===== config.mk =====
export PLATFORM = sky130hd
export DESIGN_NAME = fetch_unit
export DESIGN_NICKNAME = d
export VERILOG_FILES = /design/src/rtl/fetch_pkg.sv /design/src/rtl/fetch_fifo.sv /design/src/rtl/fetch_unit.sv
export SDC_FILE = /design/constraint.sdc
export NUM_CORES = 1
export LEC_CHECK = 0
export ABC_CLOCK_PERIOD_IN_PS = 9200
export CAP_MARGIN = 20
export CORE_MARGIN = 1
export CORE_UTILIZATION = 29
export DETAILED_ROUTE_END_ITERATION = 10
export PLACE_DENSITY = 0.56
export RECOVER_POWER = 50
export SLEW_MARGIN = 20
export SYNTH_ARGS = -nofsm -noshare
export SYNTH_HDL_FRONTEND = slang
export SYNTH_SLANG_ARGS = --single-unit

===== constraint.sdc =====
create_clock -name clock -period 9.2 [get_ports clock]
set_input_delay 0.92 -clock clock [delete_from_list [all_inputs] [get_ports clock]]
set_output_delay 0.92 -clock clock [all_outputs]
set_load 0.01 [all_outputs]

===== src/rtl/fetch_pkg.sv =====
// Shared types and constants for the instruction fetch slice.
package fetch_pkg;

    typedef enum logic [1:0] {
        IDLE  = 2'd0,
        REQ   = 2'd1,
        DRAIN = 2'd2
    } fetch_state_t;

    localparam int INST_BYTES = 4;
    localparam logic [63:0] DEFAULT_RESET_PC = 64'h0;

endpackage


===== src/rtl/fetch_fifo.sv =====
// Decode queue: registered head, one cycle push-to-visible, flush beats push/pop.
// The producer reserves a slot before pushing, so push into a full queue is simply dropped.
module fetch_fifo #(
    parameter int FIFO_DEPTH = 4,
    parameter int WIDTH      = 96
) (
    input  logic                          clock,
    input  logic                          reset,
    input  logic                          push,
    input  logic [WIDTH-1:0]              push_data,
    input  logic                          pop,
    input  logic                          flush,
    output logic [$clog2(FIFO_DEPTH):0]   count,
    output logic [WIDTH-1:0]              head
);

    localparam int PW = $clog2(FIFO_DEPTH);
    localparam int CW = PW + 1;
    localparam logic [CW-1:0] FULL_COUNT = CW'(FIFO_DEPTH);

    logic [WIDTH-1:0] mem [FIFO_DEPTH];
    logic [PW-1:0]    wr_ptr;
    logic [PW-1:0]    rd_ptr;
    logic             do_push;
    logic             do_pop;

    assign do_push = push && (count != FULL_COUNT);
    assign do_pop  = pop && (count != '0);

    always_ff @(posedge clock) begin
        if (reset) begin
            wr_ptr <= '0;
            rd_ptr <= '0;
            count  <= '0;
        end else if (flush) begin
            wr_ptr <= '0;
            rd_ptr <= '0;
            count  <= '0;
        end else begin
            if (do_push) begin
                wr_ptr <= wr_ptr + PW'(1);
            end
            if (do_pop) begin
                rd_ptr <= rd_ptr + PW'(1);
            end
            case ({do_push, do_pop})
                2'b10:   count <= count + CW'(1);
                2'b01:   count <= count - CW'(1);
                default: count <= count;
            endcase
        end
    end

    // Storage is deliberately left unreset; the head is qualified by count downstream.
    always_ff @(posedge clock) begin
        if (do_push && !flush && !reset) begin
            mem[wr_ptr] <= push_data;
        end
    end

    assign head = mem[rd_ptr];

endmodule


===== src/rtl/fetch_unit.sv =====
// Single-outstanding instruction fetcher feeding a decode queue; queue entries visible one cycle after the response.
// Stops requesting while the queue has no free slot; redirects flush the queue and squash the in-flight response.
module fetch_unit
    import fetch_pkg::*;
#(
    parameter int ADDR_WIDTH = 64,
    parameter int INST_WIDTH = 32,
    parameter int FIFO_DEPTH = 4,
    parameter logic [ADDR_WIDTH-1:0] RESET_PC = ADDR_WIDTH'(DEFAULT_RESET_PC)
) (
    input  logic                  clock,
    input  logic                  reset,
    input  logic                  redirect_valid,
    input  logic [ADDR_WIDTH-1:0] redirect_pc,
    output logic                  icache_read_enable,
    output logic [ADDR_WIDTH-1:0] icache_address,
    input  logic [INST_WIDTH-1:0] icache_data,
    input  logic                  icache_send_enable,
    output logic                  dec_valid,
    output logic [INST_WIDTH-1:0] dec_inst,
    output logic [ADDR_WIDTH-1:0] dec_pc,
    input  logic                  dec_ready
);

    localparam int CW = $clog2(FIFO_DEPTH) + 1;
    localparam int EW = ADDR_WIDTH + INST_WIDTH;
    localparam logic [CW-1:0]         DEPTH_COUNT = CW'(FIFO_DEPTH);
    localparam logic [ADDR_WIDTH-1:0] PC_STEP     = ADDR_WIDTH'(INST_BYTES);

    fetch_state_t          state;
    fetch_state_t          next_state;
    logic [ADDR_WIDTH-1:0] pc;
    logic [ADDR_WIDTH-1:0] req_addr;
    logic                  kill;

    logic                  start_req;
    logic                  take_resp;
    logic                  drain_done;
    logic                  push;
    logic                  pop;
    logic [CW-1:0]         count;
    logic [EW-1:0]         head;

    always_ff @(posedge clock) begin
        if (reset) begin
            state              <= IDLE;
            icache_read_enable <= 1'b0;
        end else begin
            state              <= next_state;
            icache_read_enable <= (next_state == REQ);
        end
    end

    always_comb begin
        next_state = state;
        case (state)
            IDLE: begin
                if (!redirect_valid && (count < DEPTH_COUNT)) begin
                    next_state = REQ;
                end
            end
            REQ: begin
                if (icache_send_enable) begin
                    next_state = DRAIN;
                end
            end
            DRAIN: begin
                if (!icache_send_enable) begin
                    next_state = IDLE;
                end
            end
            default: next_state = IDLE;
        endcase
    end

    always_comb begin
        start_req  = 1'b0;
        take_resp  = 1'b0;
        drain_done = 1'b0;
        case (state)
            IDLE:    start_req  = !redirect_valid && (count < DEPTH_COUNT);
            REQ:     take_resp  = icache_send_enable;
            DRAIN:   drain_done = !icache_send_enable;
            default: start_req  = 1'b0;
        endcase
    end

    // A redirect in the response cycle squashes that response even before kill is set.
    assign push = take_resp && !kill && !redirect_valid;
    assign pop  = dec_valid && dec_ready;

    always_ff @(posedge clock) begin
        if (reset) begin
            pc       <= RESET_PC;
            req_addr <= RESET_PC;
            kill     <= 1'b0;
        end else begin
            if (start_req) begin
                req_addr <= pc;
            end

            if (redirect_valid) begin
                pc <= {redirect_pc[ADDR_WIDTH-1:2], 2'b00};
            end else if (push) begin
                pc <= req_addr + PC_STEP;
            end

            // Once the handshake has closed there is nothing left to squash.
            if (drain_done) begin
                kill <= 1'b0;
            end else if (redirect_valid && (state != IDLE)) begin
                kill <= 1'b1;
            end
        end
    end

    assign icache_address = req_addr;

    fetch_fifo #(
        .FIFO_DEPTH (FIFO_DEPTH),
        .WIDTH      (EW)
    ) u_fifo (
        .clock     (clock),
        .reset     (reset),
        .push      (push),
        .push_data ({icache_data, req_addr}),
        .pop       (pop),
        .flush     (redirect_valid),
        .count     (count),
        .head      (head)
    );

    assign dec_valid = (count != '0);
    assign dec_inst  = dec_valid ? head[EW-1:ADDR_WIDTH] : '0;
    assign dec_pc    = dec_valid ? head[ADDR_WIDTH-1:0]  : '0;

endmodule


* Word level (Yosys, flattened, before mapping)
Memories as Yosys holds them, arrays and structs flattened. A register that Yosys moved wholly into a read port is not among the register bits.
Cells that the tools add are included.
** Storage, ports and cells
- Flip-flop bits (word level) :: 139
- Bits in latches :: 0
- Memory bits (writable) :: 384
- Bits in read-only memories :: 0
- Input bits :: 101
- Output and inout bits :: 162
- Logic and storage cells :: 58
- Memories :: 1
** Cells by class
- Add/subtract/negate cells :: 5
- Multipliers :: 0
- Divide/modulo/power cells :: 0
- Order comparisons :: 1
- Equality and inequality tests :: 6
- Shifts and indexed selects :: 0
- Mux-type cells :: 16
- Bitwise logic cells :: 0
- Reduce and logical (&&, ||, !) cells :: 20
** Memory list
- u_fifo.mem :: depth 4, bits a word 96, read ports 1, clocked after memory_dff 1, wr ports 1, line fetch_fifo.sv:21 : logic [WIDTH-1:0] mem [FIFO_DEPTH];
** Operators with widths (count)
- $mux 64 :: 3
- $add 64x3->64 const B :: 1
- $mux 32 :: 1
- $mux 2 :: 5
- $logic_and 1x1->1 :: 9
- $eq 2x1->1 const B :: 3
- $pmux 2 s3 :: 1
- $pmux 3 s2 :: 1
- $reduce_bool 2->1 :: 3
- $mux 1 :: 5
- $add 2x1->2 const B :: 2
- $eq 2x2->1 const B :: 2
- $logic_not 1->1 :: 4
- $reduce_or 2->1 :: 2
- $add 3x1->3 const B :: 1
- $lt 3x3->1 const B :: 1
- $ne 3x3->1 const B :: 1
- $reduce_bool 3->1 :: 1
- $sub 3x1->3 const B :: 1
- $logic_not 2->1 :: 1

* Logic depth before layout (Yosys ltp)
- Depth in word-level cells :: 9
- Gate-level depth with buffers :: 11

* Modules after synthesis
From an unflattened synthesis, not the netlist that was laid out.
** Unflattened totals
- Cells, all modules :: 1598
- Area, all modules :: 21857.2 µm²
** Modules (own cells, without submodules)
- fetch_fifo :: instances 1, cells each 553, area an instance 14325.0 µm², seq. area each 11711.2 µm²
- fetch_unit :: instances 1, cells each 1045, area an instance 7532.2 µm², seq. area each 2642.5 µm²

* Least setup slack after synthesis
Ideal clock, no wire load.
- Path kind :: input port to flip-flop
- Start :: input icache_send_enable
- End :: memory u_fifo.mem[0][0] (enable)
- Setup time :: 0.466 ns
- Arrival :: 4.130 ns
- Setup slack :: 4.604 ns
- Cell stages on the path :: 5
- Path buffers :: 1
- Path through :: nor4bb_1 > nand2_1 > clkbuf_1 > a21oi_1 > and2_1
** On the way
- Cells in the longest elaborated chain, start to end :: 8
** Ends and longest elaborated chain
- start, declared :: line fetch_unit.sv:18 : input logic icache_send_enable,
- $mux 1 :: line fetch_unit.sv:80 : case (state)
- $logic_and 1x1->1 (2 in series) :: line fetch_unit.sv:89 : assign push = take_resp && !kill && !redirect_valid;
- $logic_and 1x1->1 :: line fetch_fifo.sv:27 : assign do_push = push && (count != FULL_COUNT);
- $logic_and 1x1->1 (2 in series) :: line fetch_fifo.sv:56 : if (do_push && !flush && !reset) begin
- $mux 1 :: line fetch_fifo.sv:56
- $mux 1 (not written as such) :: line fetch_fifo.sv:57 : mem[wr_ptr] <= push_data;
- end, declared :: line fetch_fifo.sv:21
No other way between the ends.

==> impl_metrics.csv <==
group,metric,value,unit
yosys,ys_types,54,
timing,maxSlewViolCount,216,
power_and_ir_drop,power.share.clock,0.466,
timing,finalCritPeriodShare,0.625,
yosys,synth_edf_count,384,
critical_path,cp-start-kind,"primary input",
power_and_ir_drop,seq_power_share,0.492,
routing,drt_first_pass_iters,5,
global_routing,grt_usage,0.156,
yosys,yosysSeqAreaShare,0.662,
status,outcome,"complete, but fails checks",
critical_path,crit_family,"buffers and inverters",
placed_design,gp_congestion,0.728,
clocking,numCtsBuffers,58,
floorplan,coreArea,73500,µm²
routing,wl_met1,26800,µm
yosys,syn_area_per_cell,13.7,µm²
clocking,clk_latency,0.62,ns
clocking,cts_resized,0,
critical_path,path_class,"primary input to register",
critical_path,arrival,6.09,ns
routing,dr_wl_met3,3640,µm
global_routing,grt_max_degree,92,
power_and_ir_drop,comb_power_share,0.042,
timing,period_minus_slack,5.75,ns
critical_path,r2r_end,"u_fifo.mem[2][9]$_DFFE_PP_",
critical_path,rrSetupSlack,5.46,ns
min_path,min_to,"icache_address[23]$_SDFFE_PP0P_",
global_routing,first_global_vias,13971,
routing,drt_iter0_drc,1016,
power_and_ir_drop,p_leak,8.60,nW
min_path,hold_depth,2,
timing,finalSetupViolCount,0,
critical_path,slowest_stage,"clkbuf_1",
clocking,cts_sinks,525,
yosys,synth_warnings,0,
timing,finalHoldViolCount,0,
finish,final_cells,2818,
yosys,async_reset_ff_frac,0,
clocking,path_clk_slew,0.06,ns
routing,dr_wl_met2,28400,µm
status,violations,"max-capacitance violations, max-slew violations",
placed_design,placed_area,25200,µm²
placed_design,dp_cells,2707,
floorplan,dieArea,75800,µm²
power_and_ir_drop,power,5.29,mW
critical_path,critPathMaxStageDelay,3.02,ns
critical_path,r2r_start,"state[0]$_SDFF_PP0_",
critical_path,cp_common_cell,"clkbuf_1",
routing,remaining_drc_errors,0,
clocking,hold_buffers,0,
power_and_ir_drop,intPower,4.15,mW
power_and_ir_drop,ir_drop,129,µV
placed_design,dp_hpwl,36600,µm
clocking,cts_tree,"yes",
finish,syn2layout_area_growth,25.7,%
placed_design,port_buffers,260,
min_path,hp-start,"pc[23]$_SDFFE_PP0P_",
critical_path,path_max_fanout,91,
global_routing,grt.overflow.total,0,
routing,final_antenna_net_count,0,
timing,skew,0.0300,ns
clocking,root_buffer,"clkbuf_16",
clocking,htreeDepth,2,
timing,worst_slack,3.45,ns
finish,fill_cells,6938,
power_and_ir_drop,switching_share,0.215,
timing,rsz0062_at_grt,"no",
yosys,syn_inst,1580,
power_and_ir_drop,p_per_area,194,nW/µm²
placed_design,pre_cts_ws,4.35,ns
floorplan,boundaryPins,263,
timing,relSlewSlack,-1.78,
routing,routed.top_layer,"met5",
finish,drive_gt1_frac,0.122,
floorplan,start_util,0.295,
critical_path,crit_required,9.55,ns
critical_path,cp-end-kind,"register",
routing,via_count,13983,
global_routing,antenna_found_initial,2,
finish,multiInputGateArea,6890,µm²
routing,avgViaCountPerCell,4.96,
min_path,hold_path.class,"register to register",
routing,drt-total-wl,59900,µm
finish,seqCellArea,14400,µm²
timing,fmax,174,MHz
run,max-cap-violations,3,
clocking,cts_buffer_depth,3,
critical_path,crit_buf_inv,2,
floorplan,die_y,275,µm
timing,fin_tns_setup,0,ns
critical_path,worstRegToRegCells,6,
finish,fin_nets,1916,
global_routing,grt_pass1_wl,88600,µm
yosys,syn_nets,1688,
critical_path,worstPathCellList,"clkbuf_1, clkbuf_1, or4b_2, o221ai_1",
power_and_ir_drop,p_sw,1.13,mW
clocking,cts_setup_buffers,0,
yosys,syn-cell-area,21700,µm²
floorplan,die_w,275,µm
yosys,synth-seq-cells,525,
timing,worst_pin_slew,4.17,ns
finish,fin_area,27300,µm²
floorplan,rows,99,
yosys,synth_flop_cell,"edfxtp_1",
routing,wire_per_inst,21.2,µm
[worst reg2reg max path, cell delays in order, from the launching register on]
cell and delay [ns]:
dfxtp_1 0.55, nor4bb_4 0.26, buf_4 0.46, nand2_1 0.14
a21oi_1 0.30, and2_4 0.67, buf_4 0.90
[layer usage]
| metal | vias up | GRT usage |
|---|---|---|
| met2 | 420 | 0.253 |
| met1 | 7088 | 0.216 |
| li1 | 6403 | - |
| met4 | 2 | 0.0378 |
| met5 | - | 0 |
| met3 | 70 | 0.0292 |
[flip-flops by register name, indices dropped and copies added (netlist names), named ones only]
register	flops
u_fifo.mem	384
icache_address	64
pc	64
u_fifo.count	3
state	2
u_fifo.rd_ptr	2
u_fifo.wr_ptr	2
icache_read_enable	1
kill	1
[cell families (layout without fill, tap and decap cells)]
| family | Yosys count | after routing | share of synthesized area |
|---|---|---|---|
| xor gates and xnor gates | 44 | 44 | 0.0178 |
| AOI/OAI and AO/OA | 215 | 215 | 0.0573 |
| and+or+nand+nor | 568 | 568 | 0.135 |
| adders and majority gates | 7 | 7 | 0.00439 |
| buffers and inverters | 121 | 397 | 0.0223 |
| muxes | 100 | 100 | 0.102 |
| other | 0 | 3 | 0 |
| DFF | 525 | 525 | 0.662 |
[power groups by stage]
stage | sequential [mW] | clock [mW] | combinational (mW)
2_1_floorplan | 2.64 | 0 | 0.109
3_3_place_gp | 2.65 | 0 | 0.228
3_5_place_dp | 2.65 | 0 | 0.232
4_1_cts | 2.60 | 2.52 | 0.233
5_1_grt | 2.61 | 2.62 | 0.245
6_report | 2.60 | 2.46 | 0.224
[how the worst max path moves through the flow]
stage,from,end,slack (ns),cells past startpoint
after detailed placement,icache_send_enable,u_fifo.mem[0][12]$_DFFE_PP_,4.35,7
after global routing,redirect_valid,pc[59]$_SDFFE_PP0P_,3.00,8
after floorplan,icache_send_enable,u_fifo.mem[0][0]$_DFFE_PP_,4.60,5
final,reset,pc[26]$_SDFFE_PP0P_,3.45,4
after global placement,icache_send_enable,u_fifo.mem[0][12]$_DFFE_PP_,4.44,7
after CTS,register,dec_pc[15],4.67,4
[layout make-up]
cell class,count,share of cell area
sequential,525,0.527
multi-input combinational,934,0.253
timing repair buffer,279,0.0997
clock buffer,72,0.0574
tap,959,0.0440
clock inverter,36,0.0173
inverter,10,0.00138
antenna,3,0.000275
[placed cells by master, fill, tap and decap left out, drive strengths merged, types with 8 or more instances in the layout]
| cell | Yosys | layout |
|---|---|---|
| a21oi | 127 | 127 |
| and2 | 106 | 106 |
| and3 | 14 | 14 |
| and4 | 14 | 14 |
| buf | 24 | 15 |
| bufinv | 0 | 10 |
| clkbuf | 87 | 78 |
| clkdlybuf4s50 | 0 | 161 |
| clkinv | 0 | 19 |
| dfxtp | 141 | 141 |
| dlygate4sd3 | 0 | 97 |
| edfxtp | 384 | 384 |
| inv | 10 | 13 |
| mux4 | 96 | 96 |
| nand2 | 219 | 219 |
| nand3 | 32 | 32 |
| nand3b | 8 | 8 |
| nand4 | 32 | 32 |
| nor2 | 73 | 73 |
| nor3 | 25 | 25 |
| nor4 | 20 | 20 |
| o211ai | 10 | 10 |
| o21ai | 17 | 17 |
| o22ai | 28 | 28 |
| or3 | 8 | 8 |
| xnor2 | 35 | 35 |
| xor2 | 9 | 9 |
[cells in the mapped netlist, types with 4 or more instances]
cell type  instances  share of area
mux4_2            96           0.10
or3_1              8         0.0023
clkbuf_1          87          0.015
nor3b_1            5         0.0017
a311o_1            4         0.0018
buf_1              6         0.0010
o211ai_1          10         0.0035
nor4_1            13         0.0038
nand3b_1           8         0.0028
o22ai_1           27         0.0078
a31oi_1            6         0.0017
nor4_2             4         0.0023
inv_1             10         0.0017
nand2_1          219          0.038
nor3_1            25         0.0058
nand4_1           29         0.0084
edfxtp_1         384           0.53
mux2i_1            4         0.0018
buf_2             17         0.0039
nand3_1           32         0.0074
xor2_1             9         0.0036
ha_1               6         0.0035
a21oi_1          127          0.029
a211oi_1           5         0.0017
nor2_1            73          0.013
xnor2_1           35          0.014
and4_1            14         0.0057
o21ai_0           17         0.0039
and2_1           106          0.031
dfxtp_1          141           0.13
and3_1            14         0.0040
[metrics by stage]
| step | utilization | hold slack (ns) |
|---|---|---|
| finish | 0.371 | 0.447 |
| global route | 0.371 | 0.454 |
| CTS | 0.371 | 0.447 |
| detailed placement | 0.344 | 0.441 |
| global placement | 0.344 | 0.432 |
| floorplan | - | 0.427 |
Power figures use the tool's default switching activity.
